===== src/rtl/sdu_host_pkg.sv =====
// Shared definitions for the serial debug unit host transmitter.
// Optional build macro: SDU_HOST_LF_EN (append LF after CR on every line).
package sdu_host_pkg;

  localparam logic [7:0] ASC_SP = 8'h20;
  localparam logic [7:0] ASC_CR = 8'h0D;
  localparam logic [7:0] ASC_LF = 8'h0A;

`ifdef SDU_HOST_LF_EN
  localparam int MAX_BYTES   = 12;
  localparam int SHORT_BYTES = 3;
`else
  localparam int MAX_BYTES   = 11;
  localparam int SHORT_BYTES = 2;
`endif

  typedef enum logic [1:0] {
    IDLE  = 2'd0,
    START = 2'd1,
    DATA  = 2'd2,
    STOP  = 2'd3
  } tx_state_e;

  // Uppercase ASCII hex digit for one nibble.
  function automatic logic [7:0] hex_ascii(input logic [3:0] n);
    return (n < 4'd10) ? (8'h30 + {4'h0, n}) : (8'h37 + {4'h0, n});
  endfunction

endpackage


===== src/rtl/sdu_baud_gen.sv =====
// Bit-period timer: reloads on load_i and flags the last cycle of each bit.
// The counter only moves while a bit is in progress, so bit edges stay
// aligned to the command acceptance edge.
module sdu_baud_gen #(
  parameter int unsigned BAUD_DIV = 868
) (
  input  logic clk,
  input  logic rst,
  input  logic load_i,
  input  logic en_i,
  output logic bit_end_o
);

  localparam logic [15:0] RELOAD = 16'(BAUD_DIV - 1);

  logic [15:0] cnt_q;
  logic [15:0] cnt_d;

  // Next count: reload on a new bit, otherwise count down and park at zero.
  always_comb begin
    cnt_d = cnt_q;
    if (load_i) begin
      cnt_d = RELOAD;
    end else if (cnt_q != 16'd0) begin
      cnt_d = cnt_q - 16'd1;
    end
  end

  // Counter register.
  always_ff @(posedge clk) begin
    if (rst) begin
      cnt_q <= 16'd0;
    end else begin
      cnt_q <= cnt_d;
    end
  end

  assign bit_end_o = en_i && (cnt_q == 16'd0);

endmodule


===== src/rtl/sdu_host_tx.sv =====
// Host-side command transmitter: formats "<op>[ <8 hex>]\r" and sends it
// as UART 8N1 on txd. Optional build macro: SDU_HOST_LF_EN adds "\n".
module sdu_host_tx
  import sdu_host_pkg::*;
#(
  parameter int unsigned BAUD_DIV = 868
) (
  input  logic        clk,
  input  logic        rst,
  input  logic        cmd_vld,
  output logic        cmd_rdy,
  input  logic [7:0]  cmd_op,
  input  logic        cmd_has_addr,
  input  logic [31:0] cmd_addr,
  output logic        txd,
  output logic        busy,
  output logic        byte_done
);

  localparam logic [3:0] LAST_LONG  = 4'(MAX_BYTES - 1);
  localparam logic [3:0] LAST_SHORT = 4'(SHORT_BYTES - 1);

  tx_state_e   state_q;
  logic        txd_q;
  logic        rdy_q;
  logic [3:0]  idx_q;
  logic [2:0]  bit_q;
  logic [7:0]  shift_q;
  logic [7:0]  op_q;
  logic        has_addr_q;
  logic [31:0] addr_q;

  logic        accept;
  logic        bit_end;
  logic        last_byte;
  logic        frame_end;
  logic        baud_load;
  logic [2:0]  nib_sel;
  logic [3:0]  nibble;
  logic [7:0]  cur_byte;

  assign accept    = cmd_vld && rdy_q;
  assign last_byte = (idx_q == (has_addr_q ? LAST_LONG : LAST_SHORT));
  assign frame_end = bit_end && (state_q == STOP) && last_byte;
  assign baud_load = accept || (bit_end && !frame_end);

  sdu_baud_gen #(
    .BAUD_DIV (BAUD_DIV)
  ) u_baud (
    .clk       (clk),
    .rst       (rst),
    .load_i    (baud_load),
    .en_i      (state_q != IDLE),
    .bit_end_o (bit_end)
  );

  // Byte to send at the current index; address digits go out MS nibble first.
  always_comb begin
    nib_sel  = 3'(4'd9 - idx_q);
    nibble   = addr_q[{nib_sel, 2'b00} +: 4];
    cur_byte = op_q;
    if (idx_q != 4'd0) begin
      if (has_addr_q) begin
        if (idx_q == 4'd1) begin
          cur_byte = ASC_SP;
        end else if (idx_q <= 4'd9) begin
          cur_byte = hex_ascii(nibble);
        end else if (idx_q == 4'd10) begin
          cur_byte = ASC_CR;
        end else begin
          cur_byte = ASC_LF;
        end
      end else begin
        cur_byte = (idx_q == 4'd1) ? ASC_CR : ASC_LF;
      end
    end
  end

  // Line FSM with registered txd and ready; reset aborts any frame at once.
  always_ff @(posedge clk) begin
    if (rst) begin
      state_q <= IDLE;
      txd_q   <= 1'b1;
      rdy_q   <= 1'b1;
      idx_q   <= 4'd0;
      bit_q   <= 3'd0;
    end else begin
      case (state_q)
        IDLE: begin
          if (accept) begin
            state_q <= START;
            txd_q   <= 1'b0;
            rdy_q   <= 1'b0;
            idx_q   <= 4'd0;
          end
        end
        START: begin
          if (bit_end) begin
            state_q <= DATA;
            txd_q   <= cur_byte[0];
            bit_q   <= 3'd0;
          end
        end
        DATA: begin
          if (bit_end) begin
            if (bit_q == 3'd7) begin
              state_q <= STOP;
              txd_q   <= 1'b1;
            end else begin
              txd_q <= shift_q[0];
              bit_q <= bit_q + 3'd1;
            end
          end
        end
        STOP: begin
          if (bit_end) begin
            if (last_byte) begin
              state_q <= IDLE;
              rdy_q   <= 1'b1;
            end else begin
              state_q <= START;
              txd_q   <= 1'b0;
              idx_q   <= idx_q + 4'd1;
            end
          end
        end
        default: state_q <= IDLE;
      endcase
    end
  end

  // Command capture and data shift register; no reset needed on data.
  always_ff @(posedge clk) begin
    if (accept) begin
      op_q       <= cmd_op;
      has_addr_q <= cmd_has_addr;
      addr_q     <= cmd_addr;
    end
    if (bit_end && (state_q == START)) begin
      shift_q <= {1'b0, cur_byte[7:1]};
    end else if (bit_end && (state_q == DATA)) begin
      shift_q <= {1'b0, shift_q[7:1]};
    end
  end

  assign txd       = txd_q;
  assign cmd_rdy   = rdy_q;
  assign busy      = ~rdy_q;
  assign byte_done = bit_end && (state_q == STOP);

endmodule


===== config.mk =====
export PLATFORM = sky130hd
export DESIGN_NAME = sdu_host_tx
export DESIGN_NICKNAME = d
export VERILOG_FILES = /design/src/rtl/sdu_host_pkg.sv /design/src/rtl/sdu_baud_gen.sv /design/src/rtl/sdu_host_tx.sv
export SDC_FILE = /design/constraint.sdc
export NUM_CORES = 1
export LEC_CHECK = 0
export ABC_AREA = 1
export CAP_MARGIN = 30
export CORE_MARGIN = 2
export CORE_UTILIZATION = 40
export DETAILED_ROUTE_END_ITERATION = 16
export MAX_ROUTING_LAYER = met4
export SETUP_SLACK_MARGIN = 0.4
export SLEW_MARGIN = 10
export SYNTH_ARGS = -nofsm -noshare
export SYNTH_HDL_FRONTEND = slang
export SYNTH_SLANG_ARGS = --single-unit

===== constraint.sdc =====
create_clock -name clk -period 2.9 [get_ports clk]
set_input_delay 0.29 -clock clk [delete_from_list [all_inputs] [get_ports clk]]
set_output_delay 0.29 -clock clk [all_outputs]
set_load 0.03 [all_outputs]

==> summary.md <==
| Metric | Value |
|---|---|
| Initial Util | between 40% and 50% |
| Register area share after synthesis | 51.2% |
| Power Total | approximately 3500 uW |
| Rows | 35 |
| Post-CTS sizing | 1 |
| Critical Path End Type | flop |
| PD cells | around 750 nW/um2 |
| Vias in the first global route | ~2900 |
| Final Hold Fails | 0 |
| Min Hold Slack | 0.483 ns |
| Hold path start | cmd_addr[31] |
| DIE AREA | 10500 um2 |
| Clock skew | 0.0171 ns |
| Synth unique cells | 40 |
| Worst Path Arrival | around 2.4 ns |
| Die H | 102 um |
| Total gr overflow | 0 |
| Mux cell area share after synthesis | 0% |
| Layout cell share with drive strength beyond 1 | 10.8% |
| Nets@finish | 562 |
| Synthesis Warnings | 0 |
| Largest net degree at the start of global routing | 42 |
| EDFF count, synth | 48 |
| Vias/cell | 4.68 |
| Main combinational cell family by area after synthesis | simple AND/OR/NAND/NOR gates |
| Synth Area in Adders | approximately 4.8% |
| Crit path from | idx_q[1] |
| Reg-to-reg critical path startpoint | idx_q[1] |
| Commonest cells post-synth | nand2_1, inv_1, nor2_1 |
| Max-cap violations | 0 |
| # diodes | 0 |
| First drt pass iteration count | 4 |
| Die Span X | 102 um |
| Netlist Area Pre-Place | just under 4000 um2 |
| Synth Area in Compound Gates | 9.15% |
| Hold WC Path Type | in2reg |
| R2R Setup Slk | 0.65 ns |
| Leak | 0.00199 uW |
| Fin crit share | 77.5% |
| Crit-path slowest cell | dfxtp_1 |
| Worst Hold Path Cells | 1 |
| DR vias | ~3000 |
| Setup TNS | 0 ns |
| I/O pin cnt | 48 |
| Core Area | 9330 um2 |
| Clock Pin Slew Worst Setup and Hold Paths | 0.09 ns |
| Synth area leader | edfxtp_1 |
| CP required | 3.00 ns |
| Mapped Cells | 448 |
| Critical path peak fanout | 8 |
| Fmax | 445 MHz |
| Synth-to-Final Area Change | 20.6% |
| DRC errors left | 0 |
| Synth area leaders | edfxtp_1, dfxtp_1, nand2_1, inv_1, nor2_1 |
| Setup Buffers After CTS | 0 |
| Clock Sinks | 75 |
| Initial antenna violation count | 0 |
| Global-route wire length before repair | 13200 um |
| GRT Util Overall | 16.5% |
| HPWL after DPL | around 5700 um |
| Antenna viol nets, final | 0 |
| Slew Limit Headroom | 64.0% |
| Worst-skew pair later-pin latency | 0.35 ns |
| CTS Buf Count | 9 |
| Most common cell in the synthesized netlist | nand2_1 |
| Area fraction of the dominant cell type after synthesis | a little under two fifths |
| Crit path time final | between 2 and 2.5 ns |
| CTS root buf | clkbuf_8 |
| Synth Flop Type | edfxtp_1 |
| Status | finished clean |
| Post-Route WL | around 7700 um |
| R2r worst-path depth | 13 |
| Critical Path Max Stage Delay | 0.50 ns |
| RSZ-0062 raised after global routing | false |
| CTS Hold Buffers Added | 0 |
| Least-Margin Pin Slew | 0.540 ns |
| Crit-path cells | buf_4 -> ha_1 -> inv_1 -> nand3_1 -> nand2_1 -> ha_1 -> inv_1 -> o21ai_1 -> nand3_1 -> nand2_1 -> nand2_1 -> nand2_1 -> nand2_1 |
| Xor/xnor cell area share of the yosys netlist | 1.13% |
| Post-Synth Simple-Gate Area | 25.4% |
| CTS max path bufs | 2 |
| Final setup vio count | 0 |
| DR iter-0 viols | 121 |
| Final Max Tran Viols | 0 |
| CTS tree | done |
| PortBufs | 47 |
| CP Launch Type | flop |
| H-tree depth | 3 |
| Crit path kind | reg2reg |
| Placer Congestion | just under 0.9 |
| Mapped Nets | 507 |
| Flop and latch count out of synthesis | 75 |
| DR WL/cell | 12.1 um |
| WHS Endpoint | addr_q[31] |
| Mean Syn Cell Area | 8.64 um2 |
| FF-to-FF End | shift_q[1] |
| Async S/R FF share, synth | 0% |
| Maximum vdd drop | 0.000309 V |
| Critical path's most frequent cell | nand2_1 |
per-layer routing:
layer,track usage (%),share of wire (%)
met5,-,0
met3,3.83,4.6
met1,21.9,50
met2,25.1,44
met4,5.33,1.1
per-stage QoR:
step	utilization (%)	worst slack [ns]	area, um2	instances
2_1_floorplan	-	0.623	3870	448
3_3_place_gp	48.0	0.632	4480	621
3_5_place_dp	48.0	0.618	4480	621
4_1_cts	50.1	0.511	4670	637
5_1_grt	50.1	0.455	4670	637
6_report	50.1	0.652	4670	637
sequential cells by signal, summed over array words and instances (netlist names):
name,cells
addr_q,32
bit_q,3
cmd_rdy,1
has_addr_q,1
idx_q,4
op_q,8
shift_q,7
state_q,2
txd,1
u_baud.cnt_q,16
power by group:
group	internal, uW	switching (uW)	total, uW
Sequential	1340	98.5	1440
Clock	399	404	803
Combinational	447	810	1260
Total	2190	1310	3500
how the worst max path moves through the flow:
stage / cells after the start / slack [ns] / end
2_1_floorplan: 9 / 0.62 / idx_q[3]
3_3_place_gp: 9 / 0.63 / byte_done
3_5_place_dp: 9 / 0.62 / byte_done
4_1_cts: 9 / 0.51 / byte_done
5_1_grt: 13 / 0.45 / shift_q[1]
6_report: 13 / 0.65 / shift_q[1]
placed cells by master (no fill, tap or decap), types with 6 or more instances in the layout:
cell	netlist	layout
nand2_1	97	97
inv_1	60	59
nor2_1	58	58
edfxtp_1	48	48
clkdlybuf4s50_1	0	46
nand3_1	30	30
dfxtp_1	27	27
a21oi_1	24	24
o21ai_0	22	22
ha_1	15	15
clkbuf_8	0	9
nand2_2	8	8
inv_2	6	6
cells by family after synthesis:
| kind of cell | after synthesis |
|---|---|
| AOI/OAI and AO/OA | 61 |
| buffers and inverters | 76 |
| and+or+nand+nor | 216 |
| xor gates and xnor gates | 5 |
| DFF | 75 |
| adders and majority gates | 15 |
final cells by class:
type,instances,area (um2)
multi-input combinational,297,1570
clock buffer,10,128
clock inverter,6,66.3
sequential,75,1980
tap,129,161
timing repair buffer,50,488
inverter,70,275
fill,880,4660
worst max-delay path: cells and delay by family, from the launching register on:
kind                     cells  cell delay [ns]
flip-flops                   1             0.50
AND/OR/NAND/NOR              7             0.49
adder cells (fa/ha/maj)      2             0.46
buffers and inverters        3             0.43
AO/OA/AOI/OAI                1             0.12
(Power assumes the default switching activity.)
